### config.mk
export PLATFORM = sky130hd
export DESIGN_NAME = fb_pattern_writer_flat
export DESIGN_NICKNAME = d
export VERILOG_FILES = /design/src/rtl/fb_pkg.sv /design/src/rtl/fb_pattern_writer_if.sv /design/src/rtl/fb_square_motion.sv /design/src/rtl/fb_pattern_writer.sv /design/src/flat_wrapper.sv
export SDC_FILE = /design/constraint.sdc
export NUM_CORES = 1
export LEC_CHECK = 0
export CAP_MARGIN = 30
export CELL_PAD_IN_SITES_DETAIL_PLACEMENT = 1
export CELL_PAD_IN_SITES_GLOBAL_PLACEMENT = 1
export CORE_MARGIN = 8
export CORE_UTILIZATION = 48
export CTS_CLUSTER_DIAMETER = 60
export CTS_CLUSTER_SIZE = 28
export DETAILED_ROUTE_END_ITERATION = 12
export PLACE_DENSITY_LB_ADDON = 0.1
export SYNTH_ARGS = -nofsm -noshare
export SYNTH_HDL_FRONTEND = slang
export SYNTH_SLANG_ARGS = --single-unit
### constraint.sdc
create_clock -name clk -period 7.3 [get_ports clk]
set_clock_uncertainty 0.1 [all_clocks]
set_input_delay 1.46 -clock clk [delete_from_list [all_inputs] [get_ports clk]]
set_output_delay 1.46 -clock clk [all_outputs]
set_load 0.01 [all_outputs]
### src/rtl/fb_pkg.sv
// Shared types and constants for the framebuffer test-pattern writer.
// Pixel word layout matches what the VGA SDRAM reader expects: {pad, R, G, B}.
package fb_pkg;

  typedef enum logic [1:0] {
    IDLE  = 2'd0,
    WRITE = 2'd1,
    DONE  = 2'd2
  } state_t;

  typedef struct packed {
    logic [7:0] pad;
    logic [7:0] r;
    logic [7:0] g;
    logic [7:0] b;
  } pixel_t;

  localparam logic [3:0] GRID_MASK   = 4'h0;
  localparam logic [2:0] CTI_CLASSIC = 3'b000;
  localparam logic [1:0] BTE_LINEAR  = 2'b00;

endpackage

### src/rtl/fb_pattern_writer_if.sv
// Wishbone write-master bus between the pattern writer and the SDRAM arbiter.
// Classic single-beat cycles only; the slave answers with ack.
interface fb_pattern_writer_if;
  logic [31:0] adr;
  logic [31:0] dat_ms;
  logic        we;
  logic        cyc;
  logic        stb;
  logic [3:0]  sel;
  logic [2:0]  cti;
  logic [1:0]  bte;
  logic        ack;

  modport master (
    output adr, dat_ms, we, cyc, stb, sel, cti, bte,
    input  ack
  );

  modport slave (
    input  adr, dat_ms, we, cyc, stb, sel, cti, bte,
    output ack
  );
endinterface

### src/rtl/fb_square_motion.sv
// One axis of the bouncing square: position and direction, stepped once per update pulse.
// The square is clamped flush against either edge when the next step would cross it.
module fb_square_motion #(
  parameter int DISP    = 800,
  parameter int SQ_SIZE = 32,
  parameter int STEP    = 4
) (
  input  logic        clk,
  input  logic        rst,
  input  logic        update,
  output logic [15:0] pos
);

  localparam logic [31:0] LIMIT  = 32'(DISP - SQ_SIZE);
  localparam logic [31:0] STEP_U = 32'(STEP);

  logic dir_neg;

  always_ff @(posedge clk or negedge rst) begin
    if (!rst) begin
      pos     <= '0;
      dir_neg <= 1'b0;
    end else if (update) begin
      if (!dir_neg) begin
        if (32'(pos) + STEP_U >= LIMIT) begin
          pos     <= 16'(LIMIT);
          dir_neg <= 1'b1;
        end else begin
          pos <= pos + 16'(STEP);
        end
      end else begin
        if (32'(pos) <= STEP_U) begin
          pos     <= '0;
          dir_neg <= 1'b0;
        end else begin
          pos <= pos - 16'(STEP);
        end
      end
    end
  end

endmodule

### src/rtl/fb_pattern_writer.sv
// Wishbone master that writes one grid + bouncing-square test frame per start pulse.
// One pixel per acked beat; stb/adr/dat hold until ack, no timeout.
module fb_pattern_writer
  import fb_pkg::*;
#(
  parameter int          HDISP    = 800,
  parameter int          VDISP    = 480,
  parameter logic [31:0] BASE_ADR = 32'h0000_0000,
  parameter int          SQ_SIZE  = 32,
  parameter int          STEP     = 4,
  parameter logic [23:0] SQ_COLOR = 24'hFF0000,
  parameter logic [23:0] BG_COLOR = 24'h202020
) (
  input  logic                       clk,
  input  logic                       rst,
  input  logic                       start,
  output logic                       busy,
  output logic                       frame_done,
  fb_pattern_writer_if.master        bus
);

  localparam logic [31:0] HDISP_U = 32'(HDISP);
  localparam logic [31:0] SQ_U    = 32'(SQ_SIZE);
  localparam logic [15:0] X_LAST  = 16'(HDISP - 1);
  localparam logic [15:0] Y_LAST  = 16'(VDISP - 1);

  state_t      state, state_nxt;
  logic [15:0] x, y;
  logic [15:0] pos_x, pos_y;
  logic        beat_done;
  logic        last_px;
  logic        in_sq;
  logic        on_grid;
  pixel_t      pix;

  assign beat_done = (state == WRITE) && bus.ack;
  assign last_px   = (x == X_LAST) && (y == Y_LAST);

  // FSM: state register
  always_ff @(posedge clk or negedge rst) begin
    if (!rst) state <= IDLE;
    else      state <= state_nxt;
  end

  // FSM: next state
  always_comb begin
    state_nxt = state;
    case (state)
      IDLE:    if (start) state_nxt = WRITE;
      WRITE:   if (bus.ack && last_px) state_nxt = DONE;
      DONE:    state_nxt = IDLE;
      default: state_nxt = IDLE;
    endcase
  end

  // FSM: outputs (bus controls drop asynchronously with reset via state)
  always_comb begin
    bus.cyc    = 1'b0;
    bus.stb    = 1'b0;
    bus.we     = 1'b0;
    bus.sel    = 4'h0;
    bus.cti    = CTI_CLASSIC;
    bus.bte    = BTE_LINEAR;
    busy       = 1'b0;
    frame_done = 1'b0;
    case (state)
      WRITE: begin
        bus.cyc = 1'b1;
        bus.stb = 1'b1;
        bus.we  = 1'b1;
        bus.sel = 4'hF;
        busy    = 1'b1;
      end
      DONE:    frame_done = 1'b1;
      default: ;
    endcase
  end

  // Raster counters; cleared on the final beat so adr rests at BASE_ADR between frames.
  always_ff @(posedge clk or negedge rst) begin
    if (!rst) begin
      x <= '0;
      y <= '0;
    end else if (state == IDLE && start) begin
      x <= '0;
      y <= '0;
    end else if (beat_done) begin
      if (last_px) begin
        x <= '0;
        y <= '0;
      end else if (x == X_LAST) begin
        x <= '0;
        y <= y + 16'd1;
      end else begin
        x <= x + 16'd1;
      end
    end
  end

  assign bus.adr = BASE_ADR + ((32'(x) + 32'(y) * HDISP_U) << 2);

  assign in_sq   = (32'(x) >= 32'(pos_x)) && (32'(x) < 32'(pos_x) + SQ_U) &&
                   (32'(y) >= 32'(pos_y)) && (32'(y) < 32'(pos_y) + SQ_U);
  assign on_grid = (x[3:0] == GRID_MASK) || (y[3:0] == GRID_MASK);

  always_comb begin
    pix = '0;
    if (state == WRITE) begin
      if (in_sq)        {pix.r, pix.g, pix.b} = SQ_COLOR;
      else if (on_grid) {pix.r, pix.g, pix.b} = 24'hFFFFFF;
      else              {pix.r, pix.g, pix.b} = BG_COLOR;
    end
  end

  assign bus.dat_ms = pix;

  fb_square_motion #(
    .DISP    (HDISP),
    .SQ_SIZE (SQ_SIZE),
    .STEP    (STEP)
  ) u_sq_x (
    .clk    (clk),
    .rst    (rst),
    .update (frame_done),
    .pos    (pos_x)
  );

  fb_square_motion #(
    .DISP    (VDISP),
    .SQ_SIZE (SQ_SIZE),
    .STEP    (STEP)
  ) u_sq_y (
    .clk    (clk),
    .rst    (rst),
    .update (frame_done),
    .pos    (pos_y)
  );

endmodule

### src/flat_wrapper.sv
// flat-port wrapper written by rule: the top's interface ports become plain ports
module fb_pattern_writer_flat import fb_pkg::*;
#(
  parameter int          HDISP    = 800,
  parameter int          VDISP    = 480,
  parameter logic [31:0] BASE_ADR = 32'h0000_0000,
  parameter int          SQ_SIZE  = 32,
  parameter int          STEP     = 4,
  parameter logic [23:0] SQ_COLOR = 24'hFF0000,
  parameter logic [23:0] BG_COLOR = 24'h202020
)
  (clk, rst, start, busy, frame_done, bus_adr, bus_dat_ms, bus_we, bus_cyc, bus_stb, bus_sel, bus_cti, bus_bte, bus_ack);
  fb_pattern_writer_if bus_i ();
  input  logic clk;
  input  logic rst;
  input  logic start;
  output logic busy;
  output logic frame_done;
  output wire logic [$bits(bus_i.adr)-1:0] bus_adr;
  output wire logic [$bits(bus_i.dat_ms)-1:0] bus_dat_ms;
  output wire logic [$bits(bus_i.we)-1:0] bus_we;
  output wire logic [$bits(bus_i.cyc)-1:0] bus_cyc;
  output wire logic [$bits(bus_i.stb)-1:0] bus_stb;
  output wire logic [$bits(bus_i.sel)-1:0] bus_sel;
  output wire logic [$bits(bus_i.cti)-1:0] bus_cti;
  output wire logic [$bits(bus_i.bte)-1:0] bus_bte;
  input wire logic [$bits(bus_i.ack)-1:0] bus_ack;
  assign bus_adr = bus_i.adr;
  assign bus_dat_ms = bus_i.dat_ms;
  assign bus_we = bus_i.we;
  assign bus_cyc = bus_i.cyc;
  assign bus_stb = bus_i.stb;
  assign bus_sel = bus_i.sel;
  assign bus_cti = bus_i.cti;
  assign bus_bte = bus_i.bte;
  assign bus_i.ack = bus_ack;
  fb_pattern_writer #(.HDISP(HDISP), .VDISP(VDISP), .BASE_ADR(BASE_ADR), .SQ_SIZE(SQ_SIZE), .STEP(STEP), .SQ_COLOR(SQ_COLOR), .BG_COLOR(BG_COLOR)) u_core (.clk(clk), .rst(rst), .start(start), .busy(busy), .frame_done(frame_done), .bus(bus_i));
endmodule
* Word-level counts from Yosys, hierarchy flattened
Cells that the tools add are included.
** Storage, ports and cells
- Register bits :: 68
- Input port bits :: 4
- Output and inout bits :: 78
- Logic and storage cells :: 77
** Operators by class
- Add/sub/neg operators :: 11
- Multiply operators :: 1
- $lt $le $gt $ge :: 8
- Equality and inequality tests :: 6
- Multiplexer cells :: 29
- Reductions and logical operators :: 15
** Operator list (number)
- 16-bit 2-to-1 mux :: 14
- 24-bit 2-to-1 mux :: 3
- 16-bit by 32-bit less-than comparator with 1-bit output :: 2
- 16-bit by 3-bit adder with 17-bit output, second input constant :: 2
- 16-bit by 6-bit adder with 17-bit output, second input constant :: 2
- 16-bit by 1-bit adder with 16-bit output, second input constant :: 2
- 16-bit by 3-bit adder with 16-bit output, second input constant :: 2
- 16-bit greater-or-equal comparator :: 2
- 16-bit by 3-bit less-or-equal comparator with 1-bit output, second input constant :: 2
- 16-bit by 3-bit subtractor with 16-bit output, second input constant :: 2
- 16-bit by 26-bit adder with 27-bit output :: 1
- 16-bit by 5-bit multiplier with 21-bit output, second input constant :: 1
- 17-bit by 10-bit greater-or-equal comparator with 1-bit output, second input constant :: 1
- 17-bit by 9-bit greater-or-equal comparator with 1-bit output, second input constant :: 1
- 16-bit by 10-bit == test with 1-bit output, second input constant :: 1
- 16-bit by 9-bit == test with 1-bit output, second input constant :: 1
- 4-bit logical NOT :: 2
- 1-bit 2-to-1 mux :: 8
- 1-bit logical AND :: 7
- 2-bit 2-to-1 mux :: 2
- 4-bit 2-to-1 mux :: 1
- 2-bit != test, second input constant :: 2
- 2-bit case mux with 2 select lines :: 1
- 2-bit AND reduction :: 2
- other kinds (6) :: 6

* Logic depth before layout (Yosys ltp)
- Depth after elaboration :: 7
- Mapped depth :: 19
- Mapped depth without buffers :: 19

* Hierarchy
Synthesis repeated with hierarchy kept, for this count alone.
** Unflattened totals
- Cells, all modules :: 1122
- Area total of the unflattened synthesis :: 9001.1 um^2
** By module, submodules not included
- fb_pattern_writer :: instances 1, cells each 807, area an instance 6399.9 um^2, seq. area each 850.8 um^2
- fb_square_motion at u_core.u_sq_y :: instances 1, cells each 152, area an instance 1330.0 um^2, seq. area each 375.4 um^2
- fb_square_motion at u_core.u_sq_x :: instances 1, cells each 163, area an instance 1271.2 um^2, seq. area each 375.4 um^2

* Least setup slack after synthesis
OpenSTA, ideal clock, no wires.
- Path kind :: register to output
- Start :: register u_core.y[6]
- End :: output bus_adr[27]
- Arrival :: 4036 ps
- Required time :: 5740 ps
- Path slack :: 1704 ps
- Cell stages (with the launch flop) :: 16
- Buffers on the path :: 1
- Path through :: dfrtp_1 -> ha_1 -> ha_1 -> inv_1 -> fa_1 -> inv_1 -> ha_1 -> a2111oi_0 -> o21ai_1 -> and2_1 -> buf_2 -> o311ai_1 -> and4b_1 -> nand3_1 -> nor4_2 -> xor2_1
** Between the ends
- Longest elaborated chain between the ends :: 2
** Ends and longest elaborated chain
- from (decl) :: line fb_pattern_writer.sv:28 : logic [15:0] x, y;
- from (signal assigned) :: line fb_pattern_writer.sv:93 : y <= y + 16'd1;
- 16-bit by 5-bit multiplier with 21-bit output :: line fb_pattern_writer.sv:100 : assign bus.adr = BASE_ADR + ((32'(x) + 32'(y) * HDISP_U) << 2);
- 16-bit by 26-bit adder with 27-bit output :: line fb_pattern_writer.sv:100
- to (decl) :: line flat_wrapper.sv:19 : output wire logic [$bits(bus_i.adr)-1:0] bus_adr;
Every way passes these cells.

* Worst setup path in the final report
Ends and elaborated chain as after synthesis.

==> summary.txt <==
Outcome
  • Status: completed

Synth
  • Share of the synthesized area in the top cell type: 19.7%
  • Yosys reg bits: 64
  • Ys async rst share: 100%
  • Top cells by area, synth: ha_1, dfrtp_1, xnor2_1, o21ai_0, inv_1
  • Syn Inst Count: 1071
  • Unique masters post-synth: 72
  • Prevailing post-synth register cell: dfrtp_1
  • Ys Warns: 0
  • Mapped Avg Cell Area: 7.85 sq um
  • EDFF count, synth: 0
  • Synthesized cell area: 8400 sq um
  • Register area share after synthesis: 19.1%
  • Leading area contributor after synthesis: ha_1

Timing
  • Final Cycle Share: 92.5%
  • Fin. Hold Viols: 0
  • Final hold slack: 416 ps
  • Setup violators final: 0
  • Final Max Tran Viols: 0
  • Tightest Pin Transition: 902 ps
  • Final setup TNS: 0 ps
  • RSZ-0062 raised after global routing: false
  • Final Critical Period: 6750 ps
  • Rel. slew slack: 39.8%
  • Fmax: 0.148 GHz

Cells and area
  • Fill cell count: 2161
  • Design Area, Final: 9150 sq um
  • Multi-input gate area: 5920 sq um
  • Layout net count: 1226
  • Register Area: 1600 sq um
  • Layout cells sized above 1: 2.68%
  • Syn-to-layout area delta: 8.87%
  • # diodes: 0
  • Non-filler cells, final: 1308

Pwr
  • PwrDens: 182 nW/um^2
  • Max rail drop VDD: 0.236 mV
  • Leakage: 4.30 nW

Placed design
  • Final GP Congestion: 0.814
  • DP Cell Count: 1292
  • Post-DP HPWL: 18600 microns
  • Placed cell area: 8850 sq um
  • Port buffer count: 63

Floorplanning
  • Starting Density: 48.8%
  • Die W: 148 microns
  • Die area: 22000 sq um
  • Die height: 148 microns
  • Area of the core: 17200 sq um
  • FP Rows: 48
  • I/O pin cnt: 82

Route
  • Antenna-violating nets left: 0
  • DR iter-0 viols: 379
  • Vias per cell: 5.86
  • Drc violations: 0
  • Wire per inst: 17.9 microns
  • Total routed wirelength: 23400 microns
  • DR pass1 iterations: 5
  • Via count: 7670

Critical path
  • CP Max Fanout: 7
  • CP max stage delay: 550 ps
  • Startpoint types: register
  • R2R cell count: 9
  • CP Capture Type: output port
  • Crit path top cell by count: ha_1
  • WS Path Type: register to output port
  • Critical-path top delay cell: clkdlybuf4s50_1
  • Required time worst endpoint: 5740 ps
  • Crit-path cells: ha_1 -> ha_1 -> inv_1 -> fa_1 -> inv_1 -> ha_1 -> a2111oi_0 -> o21ai_1 -> and2_1 -> o311ai_1 -> and4b_1 -> nand3_1 -> nor4_2 -> xor2_1 -> clkdlybuf4s50_1
  • Crit path DAT: 5190 ps

Clocking
  • Num CTS Buffers: 9
  • CTS tree: built
  • Cts repair resizes: 0
  • Clock Path Buffers: 2
  • Clock Latency Late Sink: 340 ps
  • Hold buffer count at CTS: 0
  • CTS H-tree lvls: 3
  • Root Buffer: clkbuf_16
  • Post CTS Setup Buffer Count: 0
  • Clk sinks: 64
  • Clock transition at path regs: 60 ps

Global route
  • Tot GR Track Use: 21.8%
  • Vias in the first global route: 7929
  • First-pass GRT wire length: 39900 microns
  • Overflow after GRT: 0
  • Largest net degree at the start of global routing: 65
  • Initial antenna violation count: 0

Run
  • Max cap viols: 0

Worst hold path
  • HP Class: register to register
  • Worst Hold Path Cells: 1
-- metrics by stage --
stage | setup WS (ps) | power (mW) | utilization, %
2_1_floorplan | 1700 | 0.950 | -
3_3_place_gp | 1010 | 1.22 | 51.4
3_5_place_dp | 880 | 1.24 | 51.4
4_1_cts | 501 | 1.69 | 53.1
5_1_grt | 99.3 | 1.76 | 53.1
6_report | 547 | 1.66 | 53.1
-- final cells by class --
cell class	count	share of cell area, %
Multi-Input combinational cell	830	64.7
Sequential cell	64	17.5
Timing Repair Buffer	66	7.08
Inverter	107	4.39
Tap cell	225	3.08
Clock buffer	11	2.65
Clock inverter	5	0.615
-- logic make-up (layout without fill, tap and decap cells) --
family | after synthesis | in the layout | synth area share [%]
AO/OA/AOI/OAI | 272 | 272 | 20.4
AND/OR/NAND/NOR | 324 | 324 | 19.1
multiplexers | 6 | 6 | 0.715
other | 1 | 18 | 0.0446
adder cells (fa/ha/maj) | 144 | 144 | 22.5
buffers and inverters | 194 | 189 | 11.3
flip-flops | 64 | 64 | 19.1
XOR/XNOR | 66 | 66 | 6.88
-- layout by cell type, fill, tap and decap left out, drive strengths merged, types with 5 or more instances in the layout --
| cell type | netlist | layout |
|---|---|---|
| and3 | 17 | 17 |
| and2 | 10 | 10 |
| nor4 | 13 | 13 |
| nand2b | 14 | 14 |
| a21oi | 63 | 63 |
| or4 | 5 | 5 |
| conb | 1 | 18 |
| dfrtp | 64 | 64 |
| a41oi | 6 | 6 |
| a211oi | 10 | 10 |
| nand4 | 19 | 19 |
| clkinv | 4 | 7 |
| xnor2 | 53 | 53 |
| clkdlybuf4s50 | 0 | 62 |
| ha | 132 | 132 |
| xor2 | 13 | 13 |
| clkbuf | 27 | 11 |
| nor3 | 29 | 29 |
| o21ai | 92 | 92 |
| a31oi | 14 | 14 |
| o31ai | 7 | 7 |
| a2111oi | 6 | 6 |
| o21a | 8 | 8 |
| nand3 | 37 | 37 |
| nor2 | 68 | 68 |
| a21o | 15 | 15 |
| mux2i | 6 | 6 |
| fa | 12 | 12 |
| nor2b | 10 | 10 |
| inv | 103 | 103 |
| nand2 | 88 | 88 |
-- power breakdown --
group	switching [mW]	total [mW]	leakage, nW	internal, mW
Combinational	0.382	0.797	3.28	0.416
Sequential	0.0491	0.426	0.874	0.377
Clock	0.165	0.438	0.145	0.273
-- sequential cells by signal, summed over array words and instances, names as in the netlist --
name	flops
u_core.x	16
u_core.u_sq_y.pos	14
u_core.u_sq_y.dir_neg	1
u_core.state	2
u_core.y	16
u_core.u_sq_x.dir_neg	1
u_core.u_sq_x.pos	14
-- Yosys cell counts (5+ instances only) --
cell / n
a2111oi_0: 5
a211oi_1: 10
a21o_1: 15
a21oi_1: 63
a31oi_1: 14
a41oi_1: 5
and2_1: 9
and3_1: 17
buf_2: 5
buf_4: 51
clkbuf_1: 27
dfrtp_1: 64
fa_1: 12
ha_1: 132
inv_1: 103
mux2i_1: 6
nand2_1: 88
nand2b_1: 14
nand3_1: 37
nand4_1: 19
nor2_1: 68
nor2b_1: 10
nor3_1: 29
nor4_1: 11
o21a_1: 8
o21ai_0: 91
o31ai_1: 7
xnor2_1: 53
xor2_1: 13
-- worst paths after layout --
kind | startpoint | endpoint | slack (ps)
max in group asynchronous | rst | u_core.x[10] | 5290
worst min register to register | u_core.state[1] | u_core.state[0] | 420
worst max register to register | u_core.u_sq_x.pos[5] | u_core.u_sq_x.pos[4] | 4000
worst min-delay path | u_core.state[1] | u_core.state[0] | 420
min in group asynchronous | rst | u_core.u_sq_y.pos[13] | 1190
worst max-delay path | u_core.y[6] | bus_adr[27] | 550
-- layer usage --
metal	vias up	part of all wire, %	track usage [%]
met3	32	3.8	3.56
met5	-	0	0
li1	3747	-	-
met1	3757	46	27.4
met2	134	48	37.7
met4	0	1.9	6.32
-- worst max-delay path, delay by kind of cell, from the launching register on --
kind / cells / cell delay (ps)
compound gates: 3 / 990
flops: 1 / 480
simple gates: 4 / 1090
fa+ha+maj: 4 / 1490
buf+inv: 3 / 640
xor+xnor: 1 / 160
No activity file was read; power rests on OpenSTA's default activity.
